<file path="config.mk">
export PLATFORM = sky130hd
export DESIGN_NAME = tx_packet_dispatcher
export DESIGN_NICKNAME = d
export VERILOG_FILES = /design/src/rtl/tx_packet_dispatcher_pkg.sv /design/src/rtl/tx_time_gate.sv /design/src/rtl/tx_packet_dispatcher.sv
export SDC_FILE = /design/constraint.sdc
export NUM_CORES = 1
export LEC_CHECK = 0
export BUFFER_PORTS_ARGS = -buffer_cell sky130_fd_sc_hd__buf_2
export CAP_MARGIN = 20
export CORE_UTILIZATION = 50
export CTS_CLUSTER_SIZE = 28
export DETAILED_ROUTE_END_ITERATION = 8
export GPL_TIMING_DRIVEN = 0
export PLACE_DENSITY = 0.77
export SLEW_MARGIN = 5
export SYNTH_ARGS = -nofsm -noshare
export SYNTH_HDL_FRONTEND = slang
export SYNTH_HIERARCHICAL = 1
export SYNTH_SLANG_ARGS = --single-unit
</file>
<file path="constraint.sdc">
create_clock -name txclk -period 4.7 [get_ports txclk]
set_input_delay 0.235 -clock txclk [delete_from_list [all_inputs] [get_ports txclk]]
set_output_delay 0.235 -clock txclk [all_outputs]
set_load 0.01 [all_outputs]
</file>
<file path="src/rtl/tx_packet_dispatcher_pkg.sv">
// Shared definitions for the TX packet dispatcher: FSM encodings, header
// field layout, special channel/timestamp values and drop-reason codes.
package tx_packet_dispatcher_pkg;

    typedef enum logic [3:0] {
        ST_IDLE      = 4'd0,
        ST_HDR0      = 4'd1,
        ST_HDR1      = 4'd2,
        ST_TS0       = 4'd3,
        ST_TS1       = 4'd4,
        ST_WAIT_TIME = 4'd5,
        ST_CMD_WAIT  = 4'd6,
        ST_PAYLOAD   = 4'd7,
        ST_DROP      = 4'd8,
        ST_DRAIN     = 4'd9
    } state_t;

    typedef enum logic [1:0] {
        DROP_NONE     = 2'd0,
        DROP_LATE     = 2'd1,
        DROP_BAD_LEN  = 2'd2,
        DROP_BAD_CHAN = 2'd3
    } drop_reason_t;

    // Header word 0: {start, end, rsvd[4:0], len[8:0]}
    localparam int HDR_START_BIT = 15;
    localparam int HDR_END_BIT   = 14;
    localparam int HDR_LEN_W     = 9;
    // Header word 1: {rsvd[10:0], chan[4:0]}
    localparam int HDR_CHAN_W    = 5;

    localparam int          HDR_WORDS = 4;
    localparam logic [4:0]  CMD_CHAN  = 5'h1F;
    localparam logic [31:0] TS_NOW    = 32'hFFFF_FFFF;

endpackage

</file>
<file path="src/rtl/tx_time_gate.sv">
// Wrap-safe comparison of a packet timestamp against the sample-time counter.
// The difference is interpreted as a signed 32-bit value so the counter may
// wrap between the packet being queued and its scheduled time.
module tx_time_gate (
    input  logic [31:0] i_timestamp,
    input  logic [31:0] i_adctime,
    output logic        o_go,
    output logic        o_late,
    output logic        o_wait
);

    logic signed [31:0] w_diff;

    assign w_diff = $signed(i_timestamp - i_adctime);
    assign o_go   = (w_diff == 32'sd0);
    assign o_late = (w_diff < 32'sd0);
    assign o_wait = !o_go && !o_late;

endmodule

</file>
<file path="src/rtl/tx_packet_dispatcher.sv">
// TX packet dispatcher: pops fixed-size USB packets, parses the 4-word header,
// schedules sample packets against adctime and routes payload words to the
// per-channel sample FIFOs or to the command path. Late/malformed packets are
// drained without forwarding.
// Optional feature macro: TX_DROP_STATS_EN (drop_count/drop_reason outputs,
// start bit shown on debugbus[15]). The end bit of the header is not used.
module tx_packet_dispatcher
    import tx_packet_dispatcher_pkg::*;
#(
    parameter int NUM_CHAN  = 2,
    parameter int PKT_WORDS = 256
) (
    input  logic                txclk,
    input  logic                reset_n,
    input  logic [15:0]         usb_q,
    input  logic                usb_empty,
    input  logic                usb_pkt_rdy,
    output logic                usb_rdreq,
    input  logic [31:0]         adctime,
    input  logic [NUM_CHAN-1:0] chan_full,
    output logic [NUM_CHAN-1:0] chan_wrreq,
    output logic [15:0]         chan_data,
    input  logic                cmd_WR_enabled,
    output logic                cmd_WR,
    output logic [15:0]         cmd_databus,
    output logic                cmd_WR_done,
    input  logic                clear_status,
    output logic                tx_late,
    output logic                dropped,
`ifdef TX_DROP_STATS_EN
    output logic [15:0]         debugbus,
    output logic [15:0]         drop_count,
    output logic [1:0]          drop_reason
`else
    output logic [15:0]         debugbus
`endif
);

    localparam logic [8:0] PKT_WORDS_W = 9'(PKT_WORDS);
    localparam logic [8:0] MAX_LEN     = 9'(PKT_WORDS - HDR_WORDS);
    localparam logic [4:0] NUM_CHAN_W  = 5'(NUM_CHAN);

    state_t              r_state;
    state_t              w_state_next;
    logic [8:0]          r_word_cnt;
    logic [8:0]          r_pay_cnt;
    logic [8:0]          r_len;
    logic [4:0]          r_chan;
    logic [31:0]         r_ts;

    logic                w_pop;
    logic                w_pay_pop;
    logic                w_pay_done;
    logic                w_late_now;
    logic                w_len_bad;
    logic                w_chan_bad;
    logic                w_is_cmd;
    logic                w_dest_full;
    logic                w_gate_go;
    logic                w_gate_late;
    logic                w_gate_wait;
    logic [NUM_CHAN-1:0] w_chan_sel;
    logic [NUM_CHAN-1:0] w_full_hit;

    logic [NUM_CHAN-1:0] r_chan_wrreq;
    logic [15:0]         r_chan_data;
    logic                r_cmd_WR;
    logic [15:0]         r_cmd_databus;
    logic                r_cmd_done;
    logic                r_dropped;
    logic                r_tx_late;

    // Channel decode; the command channel matches no sample FIFO, so it never
    // sees backpressure from chan_full.
    genvar gi;
    generate
        for (gi = 0; gi < NUM_CHAN; gi++) begin : g_chan
            assign w_chan_sel[gi] = (r_chan == 5'(gi));
            assign w_full_hit[gi] = w_chan_sel[gi] & chan_full[gi];
        end
    endgenerate

    assign w_dest_full = |w_full_hit;
    assign w_is_cmd    = (r_chan == CMD_CHAN);
    assign w_len_bad   = (r_len > MAX_LEN);
    assign w_chan_bad  = (r_chan >= NUM_CHAN_W) && !w_is_cmd;
    assign w_pay_pop   = w_pop && (r_state == ST_PAYLOAD);

    tx_time_gate u_time_gate (
        .i_timestamp (r_ts),
        .i_adctime   (adctime),
        .o_go        (w_gate_go),
        .o_late      (w_gate_late),
        .o_wait      (w_gate_wait)
    );

    // State register.
    always_ff @(posedge txclk or negedge reset_n) begin
        if (!reset_n) r_state <= ST_IDLE;
        else          r_state <= w_state_next;
    end

    // Next-state and pop decision. The TS1 routing decision uses the live
    // timestamp-high word so no extra decode cycle is needed.
    always_comb begin
        w_state_next = r_state;
        w_pop        = 1'b0;
        w_pay_done   = 1'b0;
        w_late_now   = 1'b0;
        case (r_state)
            ST_IDLE: begin
                if (usb_pkt_rdy) w_state_next = ST_HDR0;
            end
            ST_HDR0: begin
                if (!usb_empty) begin
                    w_pop        = 1'b1;
                    w_state_next = ST_HDR1;
                end
            end
            ST_HDR1: begin
                if (!usb_empty) begin
                    w_pop        = 1'b1;
                    w_state_next = ST_TS0;
                end
            end
            ST_TS0: begin
                if (!usb_empty) begin
                    w_pop        = 1'b1;
                    w_state_next = ST_TS1;
                end
            end
            ST_TS1: begin
                if (!usb_empty) begin
                    w_pop = 1'b1;
                    if (w_len_bad || w_chan_bad)               w_state_next = ST_DROP;
                    else if (w_is_cmd)                         w_state_next = ST_CMD_WAIT;
                    else if ({usb_q, r_ts[15:0]} == TS_NOW)    w_state_next = ST_PAYLOAD;
                    else                                       w_state_next = ST_WAIT_TIME;
                end
            end
            ST_WAIT_TIME: begin
                if (w_gate_wait) begin
                    w_state_next = ST_WAIT_TIME;
                end else if (w_gate_go) begin
                    w_state_next = ST_PAYLOAD;
                end else if (w_gate_late) begin
                    w_state_next = ST_DROP;
                    w_late_now   = 1'b1;
                end
            end
            ST_CMD_WAIT: begin
                if (cmd_WR_enabled) w_state_next = ST_PAYLOAD;
            end
            ST_PAYLOAD: begin
                if (r_pay_cnt == r_len) begin
                    w_state_next = ST_DRAIN;
                    w_pay_done   = 1'b1;
                end else if (!usb_empty && !w_dest_full) begin
                    w_pop = 1'b1;
                end
            end
            ST_DROP: begin
                w_state_next = ST_DRAIN;
            end
            ST_DRAIN: begin
                if (r_word_cnt == PKT_WORDS_W) w_state_next = ST_IDLE;
                else if (!usb_empty)           w_pop = 1'b1;
            end
            default: w_state_next = ST_IDLE;
        endcase
    end

    // Header field capture as each header word is popped.
    always_ff @(posedge txclk or negedge reset_n) begin
        if (!reset_n) begin
            r_len  <= '0;
            r_chan <= '0;
            r_ts   <= '0;
        end else if (w_pop) begin
            case (r_state)
                ST_HDR0: r_len        <= usb_q[HDR_LEN_W-1:0];
                ST_HDR1: r_chan       <= usb_q[HDR_CHAN_W-1:0];
                ST_TS0:  r_ts[15:0]   <= usb_q;
                ST_TS1:  r_ts[31:16]  <= usb_q;
                default: ;
            endcase
        end
    end

    // Packet word counter and payload word counter.
    always_ff @(posedge txclk or negedge reset_n) begin
        if (!reset_n) begin
            r_word_cnt <= '0;
            r_pay_cnt  <= '0;
        end else begin
            if (r_state == ST_DRAIN && w_state_next == ST_IDLE) r_word_cnt <= '0;
            else if (w_pop)                                      r_word_cnt <= r_word_cnt + 9'd1;
            if (r_state == ST_TS1)  r_pay_cnt <= '0;
            else if (w_pay_pop)     r_pay_cnt <= r_pay_cnt + 9'd1;
        end
    end

    // Registered payload presentation, done/drop pulses and sticky late flag.
    always_ff @(posedge txclk or negedge reset_n) begin
        if (!reset_n) begin
            r_chan_wrreq  <= '0;
            r_chan_data   <= '0;
            r_cmd_WR      <= 1'b0;
            r_cmd_databus <= '0;
            r_cmd_done    <= 1'b0;
            r_dropped     <= 1'b0;
            r_tx_late     <= 1'b0;
        end else begin
            r_chan_wrreq <= (w_pay_pop && !w_is_cmd) ? w_chan_sel : '0;
            if (w_pay_pop && !w_is_cmd) r_chan_data <= usb_q;
            r_cmd_WR <= w_pay_pop && w_is_cmd;
            if (w_pay_pop && w_is_cmd) r_cmd_databus <= usb_q;
            r_cmd_done <= w_pay_done && w_is_cmd;
            r_dropped  <= (r_state == ST_DROP);
            if (w_late_now)        r_tx_late <= 1'b1;
            else if (clear_status) r_tx_late <= 1'b0;
        end
    end

    assign usb_rdreq   = w_pop;
    assign chan_wrreq  = r_chan_wrreq;
    assign chan_data   = r_chan_data;
    assign cmd_WR      = r_cmd_WR;
    assign cmd_databus = r_cmd_databus;
    assign cmd_WR_done = r_cmd_done;
    assign dropped     = r_dropped;
    assign tx_late     = r_tx_late;

`ifdef TX_DROP_STATS_EN
    logic         r_start;
    drop_reason_t r_drop_cause;
    logic [15:0]  r_drop_count;
    drop_reason_t r_drop_reason;

    // Start bit capture for debug visibility.
    always_ff @(posedge txclk or negedge reset_n) begin
        if (!reset_n)                           r_start <= 1'b0;
        else if (w_pop && r_state == ST_HDR0)   r_start <= usb_q[HDR_START_BIT];
    end

    // Remember why the pending drop happens; bad length takes precedence.
    always_ff @(posedge txclk or negedge reset_n) begin
        if (!reset_n)                          r_drop_cause <= DROP_NONE;
        else if (w_pop && r_state == ST_TS1)   r_drop_cause <= w_len_bad ? DROP_BAD_LEN : DROP_BAD_CHAN;
        else if (w_late_now)                   r_drop_cause <= DROP_LATE;
    end

    // Saturating drop counter and last reason; a new drop beats clear_status.
    always_ff @(posedge txclk or negedge reset_n) begin
        if (!reset_n) begin
            r_drop_count  <= '0;
            r_drop_reason <= DROP_NONE;
        end else if (r_state == ST_DROP) begin
            if (r_drop_count != 16'hFFFF) r_drop_count <= r_drop_count + 16'd1;
            r_drop_reason <= r_drop_cause;
        end else if (clear_status) begin
            r_drop_count  <= '0;
            r_drop_reason <= DROP_NONE;
        end
    end

    assign drop_count  = r_drop_count;
    assign drop_reason = r_drop_reason;
    assign debugbus    = {r_start, r_state[2:0], r_chan, r_word_cnt[6:0]};
`else
    assign debugbus    = {r_state, r_chan, r_word_cnt[6:0]};
`endif

endmodule

</file>
==> qor.yml, run 1 <==
routing:
  drc: 0
  ant_nets: 0
  vias: 6134
  routedWlPerCell_um: 17.56
  totalWireLength_mm: 18.15
  drtIter0Drc: 475
  vias_per_cell: 5.932
  drt_pass1_iterations: 5
final_layout:
  nNetsFinal: 940
  instances_no_fill: 1034
  finish.utilization_pct: 59.43
  drive_gt1_share_pct: 28.81
  antenna_cells: 0
  area_growth_pct: 16.33
sta:
  rsz0062_at_grt: "no"
  setup_viol: 0
  hold_violations: 0
  max_freq_mhz: 223.5
  worst_hold_slack_ns: 0.07847
  drv_slew: 0
  post-route-period-util_pct: 95.21
  worst_slew_pin_slew_ns: 0.5363
  period_needed_ns: 4.475
  max-slew-margin-rel_pct: 64.25
  fin_setup_tns_ns: 0
  clock-skew-final_ns: 0.007303
critical_path:
  cp_slowest_stage_delay_ns: 0.53
  critical_path_class: "register to register"
  critical_path.endpoint_type: "register"
  timing.critical_path.buf_inv: 1
  crit_chain: "inv_1 -> ha_1 -> fa_1 -> and2b_2 -> o22ai_1 -> a221o_1 -> or4_4 -> a2111oi_4 -> o2111ai_2 -> nor4_4 -> nor2_1 -> or3b_2 -> a32oi_2 -> and4_4 -> nand2b_1 -> mux2i_1"
  cp_top_family: "simple AND/OR/NAND/NOR gates"
  cp_data_required_time_ns: 4.93
  slowest_stage: "or3b_2"
  worstPathMaxFanout: 3
  arrival_ns: 4.71
  start_kind: "register"
synthesis:
  synth-main-ff-cell: "dfrtp_1"
  ys_seq_area_share_pct: 37.55
  yosys_warnings: 6
  synth_common_cells: "dfrtp_1 (106), mux2_2 (61), nand2_1 (52), inv_1 (46), a21oi_1 (45)"
  syn-instance-count: 726
  asyncSetResetFlopFracSynth_pct: 100.0
  netlist_area_mm2: 0.007064
  yosysMostFrequentCell: "dfrtp_1"
  synthTopCellsByArea: "dfrtp_1 (38%), mux2_2 (9.7%), ha_1 (6.0%)"
  yosysTopAreaCellShare_pct: 37.55
  syn_area_per_cell_um2: 9.730
  ys_seq_elements: 106
  synth_edf_count: 0
  synth_top_area_cell: "dfrtp_1"
  synth.distinct_cells: 82
  synth_fp_nets: 817
clocking:
  clkSlewWorstSetupHoldPaths_ns: 0.07
  clock_path_buffers: 2
  htree_levels: 3
  clk_latency_ns: 0.35
  cts_tree: "yes"
  clock-sinks: 106
  cts_root_buf: "clkbuf_16"
  numCtsBuffers: 9
  cts_setup_buffers: 0
pwr:
  ir_worst_vdd_uv: 291.8
  p_total_w: 0.004915
  p_per_area_mw_per_mm2: 598.1
  p_leak_nw: 3.918
worst_hold_path:
  min_path_type: "input pin to register"
flow_run:
  maxCapViolCount: 0
placed_design:
  place_inst: 1017
  hpwlAfterDp_mm: 13.89
  place_congestion: 0.9184
  io_buffers: 110
floorplan:
  coreArea_mm2: 0.01383
  die_area_mm2: 0.01461
  rows: 43
  io_pins: 111
  die_w_um: 120.9
  start_util_pct: 51.09
  die_h_um: 120.9
grt:
  grt_pass1_wl_mm: 29.53
  grt-ovfl-total: 0
  grt_pass1_vias: 5620
  grt_max_degree: 69
  antenna_found_initial: 0
  grt.total_usage_pct: 25.89
status:
  status: "completed"
worst register-to-register path: cells and delay by family, from the launching register on:
family	cells	cell delay, ns
compound gates	5	1.19
fa+ha+maj	2	0.69
buf+inv	1	0.06
flops	1	0.38
mux	1	0.06
simple gates	7	1.98
path summary, 6_finish.rpt:
path                               startpoint       endpoint  slack, ns  depth (start not counted)
worst min register to register  r_word_cnt[8]  r_word_cnt[8]       0.48                          1
worst max-delay path                  r_ts[0]  r_word_cnt[8]       0.23                         16
worst min-delay path             clear_status        tx_late       0.08                          2
min in group asynchronous             reset_n  r_word_cnt[2]       0.39                          2
worst max register to register        r_ts[0]  r_word_cnt[8]       0.23                         16
max in group asynchronous             reset_n       r_len[2]       3.59                          3
registers in the layout, summed over array words and instances, names as in the netlist:
register,cells
cmd_databus,16
dropped,1
r_word_cnt,9
r_ts,32
cmd_WR,1
r_len,9
chan_wrreq,2
r_chan,5
tx_late,1
cmd_WR_done,1
chan_data,16
r_state,4
r_pay_cnt,9
per-layer routing:
metal / global-route usage [%] / vias up / wire [um]
li1: - / 2929 / -
met5: 0 / - / 0
met4: 6.713 / 0 / 411
met3: 5.874 / 26 / 1217
met1: 36.78 / 2946 / 8216
met2: 39.82 / 233 / 8309
where the power goes:
| part | internal, W | total [W] | switching, W |
|---|---|---|---|
| sequential | 0.00123 | 0.00155 | 0.000324 |
| clock | 0.000385 | 0.000743 | 0.000358 |
| combinational | 0.00114 | 0.00262 | 0.00149 |
| total | 0.00275 | 0.00492 | 0.00217 |
repair_timing:
item,CTS,global route
gates resized for setup,0,12
endpoints found under the hold margin,38,0
setup endpoints to repair,1,4
pin swaps,1,2
hold buffers,1,0
layout make-up:
cell class	instances	area (um^2)
fillers	1194	5609
multi-input cells	539	4090
flip-flops and latches	106	2653
repair buffers	112	590.6
clock buffers	10	239.0
well taps	180	225.2
plain buffers	35	191.4
inverters	46	172.7
clock inverters	6	56.30
through the flow:
| stage | worst slack, ns | cell area, um^2 |
|---|---|---|
| floorplan | 0.5249 | 7064 |
| global placement | 0.03028 | 7840 |
| detailed placement | -0.01335 | 7870 |
| CTS | 0.004131 | 8175 |
| global route | 0.02253 | 8218 |
| finish | 0.2250 | 8218 |
kinds of logic after synthesis:
kind of cell | after synthesis | share of synthesized area [%]
adder cells (fa/ha/maj) | 35 | 6.305
buffers and inverters | 81 | 5.154
flip-flops | 106 | 37.55
multiplexers | 88 | 14.03
AO/OA/AOI/OAI | 182 | 17.68
XOR/XNOR | 25 | 3.100
AND/OR/NAND/NOR | 209 | 16.19
layout by cell type (no fill, tap or decap), drive strengths merged, types with 4 or more instances in the layout:
cell     instances
a211oi           6
a21o            15
a21oi           50
a31oi            8
and2            11
and3            13
and4             5
buf            134
clkbuf          22
dfrtp          106
ha              34
inv             49
mux2            82
mux2i            6
nand2           53
nand2b           4
nand3           23
nand4           17
nor2            27
nor2b            7
nor3            19
nor4             4
o2111ai          6
o211ai          13
o21a             6
o21ai           37
o21bai           5
o31ai            6
or3              8
or4              8
xnor2            8
xor2            17
Note: power is estimated with default switching activity, not from simulation.
==> inputs of run 2 (changes only) <==
--- a/config.mk
+++ b/config.mk
@@ -10,8 +10,8 @@
 export CORE_UTILIZATION = 50
 export CTS_CLUSTER_SIZE = 28
 export DETAILED_ROUTE_END_ITERATION = 8
-export GPL_TIMING_DRIVEN = 0
 export PLACE_DENSITY = 0.77
+export REMOVE_ABC_BUFFERS = 1
 export SLEW_MARGIN = 5
 export SYNTH_ARGS = -nofsm -noshare
 export SYNTH_HDL_FRONTEND = slang
==> qor.yml, run 2 (same netlist as run 1, synthesis figures left out) <==
final_layout:
  fillers: 1179  # -1.3%
  largest_register_ffs: 32  # unchanged
  final_cell_mix: "buf_2 (109), dfrtp_1 (106), mux2_2 (61)"
  final_common_cell: "buf_2"
  drive_gt1_share_pct: 27.15  # -1.7 points
  nNetsFinal: 911  # -3.1%
  multi_input_comb_area_mm2: 0.004075  # -0.37%
  finish.utilization_pct: 58.52  # -0.91 points
  instances_no_fill: 1005  # -2.8%
  antenna_cells: 0  # unchanged
  area_growth_pct: 14.54
  regArea_mm2: 0.002653  # unchanged
  regMostFlops: "r_ts"
worst_hold_path:
  min_path_type: "input pin to register"
routing:
  ant_nets: 0  # unchanged
  vias: 6062  # -1.2%
  routedWlPerCell_um: 18.73  # +6.7%
  drt_pass1_iterations: 5  # unchanged
  drtIter0Drc: 451  # -5.1%
  drc: 0  # unchanged
  vias_per_cell: 6.032  # +1.7%
  totalWireLength_mm: 18.82  # +3.7%
pwr:
  p_total_w: 0.005043  # +2.6%
  p_per_area_mw_per_mm2: 623.2  # +4.2%
  p_leak_nw: 3.845  # -1.9%
  ir_worst_vdd_uv: 324.7  # +11%
critical_path:
  worstRegToRegCells: 16  # unchanged
  critical_path.endpoint_type: "register"
  cp_data_required_time_ns: 4.93  # about the same
  endpoint: "r_word_cnt[8]"
  regToRegStartpoint: "r_ts[0]"
  ff2ff_setup_slack_ns: 0.23  # about the same
  critical_path_class: "register to register"
  crit_path_start: "r_ts[0]"
  start_kind: "register"
  worstPathMaxFanout: 3  # unchanged
  arrival_ns: 4.70  # about the same
  cp_slowest_stage_delay_ns: 0.49  # -0.04 ns
  slowest_stage: "or4_4"
  crit_chain: "inv_1 -> ha_1 -> fa_1 -> and2b_1 -> o22ai_1 -> a221o_1 -> or4_4 -> a2111oi_4 -> o2111ai_2 -> nor4_4 -> nor2_1 -> or3b_2 -> a32oi_1 -> and4_1 -> nand2b_1 -> mux2i_1"
  regToRegEndpoint: "r_word_cnt[8]"
clocking:
  clkSlewWorstSetupHoldPaths_ns: 0.07  # about the same
  cts_setup_buffers: 0  # unchanged
  cts_tree: "yes"
  clock_path_buffers: 2  # unchanged
  htree_levels: 3  # unchanged
  clk_latency_ns: 0.35  # about the same
  numCtsBuffers: 9  # unchanged
  clock-sinks: 106  # unchanged
  cts_root_buf: "clkbuf_16"
sta:
  hold_violations: 0  # unchanged
  drv_slew: 0  # unchanged
  post-route-period-util_pct: 95.02  # -0.19 points
  fin_ws_ns: 0.2341  # +0.009122 ns
  max-slew-margin-rel_pct: 40.55  # -24 points
  fin_setup_tns_ns: 0  # unchanged
  rsz0062_at_grt: "no"
  max_freq_mhz: 223.9  # +0.20%
  worst_slew_pin_slew_ns: 0.8908  # +0.3545 ns
  setup_viol: 0  # unchanged
  clock-skew-final_ns: 0.01134  # +0.004039 ns
  period_needed_ns: 4.466  # -0.009122 ns
grt:
  grt_pass1_wl_mm: 29.89  # +1.2%
  grt_max_degree: 65  # -5.8%
  antenna_found_initial: 0  # unchanged
  grt_pass1_vias: 5563  # -1.0%
  grt-ovfl-total: 0  # unchanged
  grt.total_usage_pct: 26.21  # +0.32 points
floorplan:
  die_w_um: 120.9  # unchanged
  die_h_um: 120.9  # unchanged
  io_pins: 111  # unchanged
  start_util_pct: 51.09  # unchanged
  coreArea_mm2: 0.01383  # unchanged
  die_area_mm2: 0.01461  # unchanged
  rows: 43  # unchanged
placed_design:
  place_inst: 988  # -2.9%
  place_congestion: 0.9793  # +6.6%
  io_buffers: 110  # unchanged
  hpwlAfterDp_mm: 14.14  # +1.7%
  dp_slack_ns: 0.1272  # +0.1406 ns
flow_run:
  maxCapViolCount: 0  # unchanged
status:
  status: "completed"
-- run 2: cell type report --
class | instances | area share [%]
inverters | 46 | 2.134
flip-flops and latches | 106 | 32.78
clock buffers | 10 | 2.830
well taps | 180 | 2.783
multi-input cells | 539 | 50.36
clock inverters | 6 | 1.500
repair buffers | 118 | 7.608
-- run 2: per-layer routing --
layer	routed length (um)	GRT usage, %	up-vias
met4	403	8.410	0
met2	8181	38.32	264
met1	8770	38.79	2922
met5	0	0	-
met3	1464	5.169	28
li1	-	-	2848
-- run 2: per-stage QoR --
stage / hold WS, ns / cell area, um^2
global placement: 0.3690 / 7704
detailed placement: 0.3746 / 7704
floorplan: -0.06059 / 6873
CTS: 0.08657 / 8064
global route: 0.09314 / 8092
finish: 0.09606 / 8092
-- run 2: worst min-delay path by stage --
stage	cells past startpoint	from	end
finish	2	clear_status	tx_late
global route	2	clear_status	tx_late
CTS	2	clear_status	tx_late
detailed placement	1	reset_n	cmd_WR
global placement	1	reset_n	cmd_databus[4]
floorplan	0	reset_n	chan_data[0]
-- run 2: critical path, delay by kind of cell, from the launching register on --
| family | cells | cell delay [ns] |
|---|---|---|
| AND/OR/NAND/NOR | 7 | 1.96 |
| flip-flops | 1 | 0.37 |
| multiplexers | 1 | 0.06 |
| AO/OA/AOI/OAI | 5 | 1.23 |
| adder cells (fa/ha/maj) | 2 | 0.68 |
| buffers and inverters | 1 | 0.05 |
-- run 2: where the power goes --
group          internal (W)  total (W)  switching [W]  leakage, nW
clock network      0.000530   0.000881       0.000352        0.171
logic               0.00111    0.00258        0.00147         2.33
registers           0.00122    0.00158       0.000355         1.34
total               0.00286    0.00504        0.00218         3.85
-- run 2: timing repair --
item                                    4_1_cts  5_1_grt
endpoints found under the setup margin        0        4
endpoints found under the hold margin        11        0
resized for setup                             0        7
hold buffers                                  1        0
==> inputs of run 3 (changes only) <==
--- a/config.mk
+++ b/config.mk
@@ -7,10 +7,10 @@
 export LEC_CHECK = 0
 export BUFFER_PORTS_ARGS = -buffer_cell sky130_fd_sc_hd__buf_2
 export CAP_MARGIN = 20
-export CORE_UTILIZATION = 50
+export CORE_UTILIZATION = 58
 export CTS_CLUSTER_SIZE = 28
 export DETAILED_ROUTE_END_ITERATION = 8
-export PLACE_DENSITY = 0.77
+export PLACE_DENSITY = 0.86
 export REMOVE_ABC_BUFFERS = 1
 export SLEW_MARGIN = 5
 export SYNTH_ARGS = -nofsm -noshare
==> qor.yml, run 3 (same netlist as run 1, synthesis figures left out) <==
routing:
  totalWireLength_mm: 20.06  # +6.6%
  drt_pass1_iterations: 5  # unchanged
  routedWlPerCell_um: 20.77  # +11%
  drc: 0  # unchanged
  vias: 6310  # +4.1%
  vias_per_cell: 6.532  # +8.3%
  ant_nets: 0  # unchanged
  drtIter0Drc: 499  # +11%
grt:
  grt_max_degree: 59  # -9.2%
  grt-ovfl-total: 0  # unchanged
  antenna_found_initial: 0  # unchanged
  grt_pass1_wl_mm: 31.89  # +6.7%
  grt_pass1_vias: 6118  # +10%
  grt.total_usage_pct: 32.84  # +6.6 points
floorplan:
  io_pins: 111  # unchanged
  start_util_pct: 60.57  # +9.5 points
  die_area_mm2: 0.01262  # -14%
  rows: 39  # -9.3%
  die_w_um: 112.4  # -7.0%
  die_h_um: 112.4  # -7.0%
  coreArea_mm2: 0.01166  # -16%
clocking:
  cts_tree: "yes"
  clock_path_buffers: 2  # unchanged
  cts_root_buf: "clkbuf_16"
  clkSlewWorstSetupHoldPaths_ns: 0.07  # about the same
  htree_levels: 3  # unchanged
  numCtsBuffers: 9  # unchanged
  clock-sinks: 106  # unchanged
  clk_latency_ns: 0.35  # about the same
sta:
  period_needed_ns: 4.619  # +0.1527 ns
  setup_viol: 0  # unchanged
  post-route-period-util_pct: 98.27  # +3.2 points
  worst_slew_pin_slew_ns: 0.8859  # -0.004845 ns
  clock-skew-final_ns: 0.009559  # -0.001783 ns
  hold_violations: 0  # unchanged
  max_freq_mhz: 216.5  # -3.3%
  drv_slew: 0  # unchanged
  max-slew-margin-rel_pct: 40.88  # +0.32 points
  fin_setup_tns_ns: 0  # unchanged
pwr:
  ir_worst_vdd_uv: 375.9  # +16%
  p_leak_nw: 3.812  # -0.86%
  p_per_area_mw_per_mm2: 626.6  # +0.55%
status:
  status: "completed"
final_layout:
  antenna_cells: 0  # unchanged
  fin_area_mm2: 0.007996  # -1.2%
  regMostFlops: "r_ts"
  largest_register_ffs: 32  # unchanged
  area_growth_pct: 13.20
  final_common_cell: "buf_2"
  drive_gt1_share_pct: 27.58  # +0.43 points
  instances_no_fill: 966  # -3.9%
  final_cell_mix: "buf_2 (109), dfrtp_1 (106), mux2_2 (61)"
  nNetsFinal: 909  # -0.22%
placed_design:
  placed_cell_area_mm2: 0.007635  # -0.89%
  place_inst: 948  # -4.0%
  place_congestion: 0.9548  # -2.5%
  io_buffers: 110  # unchanged
  hpwlAfterDp_mm: 15.22  # +7.7%
flow_run:
  maxCapViolCount: 0  # unchanged
critical_path:
  cp_slowest_stage_delay_ns: 0.53  # +0.04 ns
  worstPathMaxFanout: 3  # unchanged
  cp_data_required_time_ns: 4.92  # about the same
  arrival_ns: 4.84  # +0.14 ns
  critical_path.endpoint_type: "register"
  slowest_stage: "or3b_2"
  start_kind: "register"
  critical_path_class: "register to register"
  crit_chain: "inv_1 -> ha_1 -> fa_2 -> and2b_1 -> o22ai_1 -> a221o_1 -> or4_4 -> a2111oi_4 -> o2111ai_2 -> nor4_2 -> nor2_1 -> or3b_2 -> a32oi_2 -> and4_4 -> nand2b_1 -> mux2i_1"
worst_hold_path:
  min_path_type: "input pin to register"
run 3: changes by cell type in the layout (fill, tap and decap cells not counted), moves of 2 or more:
cell,previous run,this run
buf_4,8,6
bufinv_16,3,1
inv_6,0,3
inv_8,2,0
run 3: timing repair:
action	in CTS	in global routing
hold endpoints to repair	48	0
setup buffers	0	1
gates resized for setup	0	10
endpoints found under the setup margin	0	4
hold buffers	1	0
run 3: report_power, final:
group	total, W	internal, W	switching (W)
clock	0.000777	0.000433	0.000344
sequential	0.00159	0.00122	0.000367
combinational	0.00264	0.00110	0.00154
total	0.00501	0.00276	0.00225
run 3: worst max-delay path: cells and delay by family, from the launching register on:
family / cells / cell delay, ns
buf+inv: 1 / 0.07
simple gates: 7 / 2.09
flops: 1 / 0.38
fa+ha+maj: 2 / 0.63
mux: 1 / 0.06
compound gates: 5 / 1.25
run 3: layout make-up:
class	instances	area (um^2)
Sequential cell	106	2653
Clock buffer	10	239.0
Inverter	46	172.7
Fill cell	871	3666
Multi-Input combinational cell	539	4083
Timing Repair Buffer	116	600.6
Clock inverter	6	70.07
Tap cell	143	178.9
run 3: final timing paths:
check	start	endpoint	slack (ns)	depth (start not counted)
max	r_ts[0]	r_word_cnt[8]	0.08	16
min	clear_status	tx_late	0.11	2
max reg2reg	r_ts[0]	r_word_cnt[8]	0.08	16
min reg2reg	cmd_databus[10]	cmd_databus[10]	0.49	1
max in group asynchronous	reset_n	chan_data[0]	3.11	3
min in group asynchronous	reset_n	r_word_cnt[6]	0.44	2
run 3: metal layers:
layer | track usage [%] | up-vias | wire length [um]
met5 | 0 | - | 0
met4 | 10.67 | 0 | 539
met3 | 7.451 | 43 | 1594
met2 | 52.01 | 322 | 9423
met1 | 44.98 | 3094 | 8506
li1 | - | 2851 | -
run 3: stage by stage:
| step | worst slack [ns] | utilization [%] | power, W | hold slack, ns |
|---|---|---|---|---|
| after CTS | 0.03390 | 68.20 | 0.004906 | 0.08894 |
| after global placement | 0.1854 | 65.47 | 0.004024 | 0.2745 |
| final | 0.08148 | 68.57 | 0.005011 | 0.1050 |
| after detailed placement | 0.1410 | 65.47 | 0.004112 | 0.2871 |
| after floorplan | 0.5249 | - | 0.003319 | -0.06059 |
| after global routing | -0.07003 | 68.57 | 0.005331 | 0.08909 |
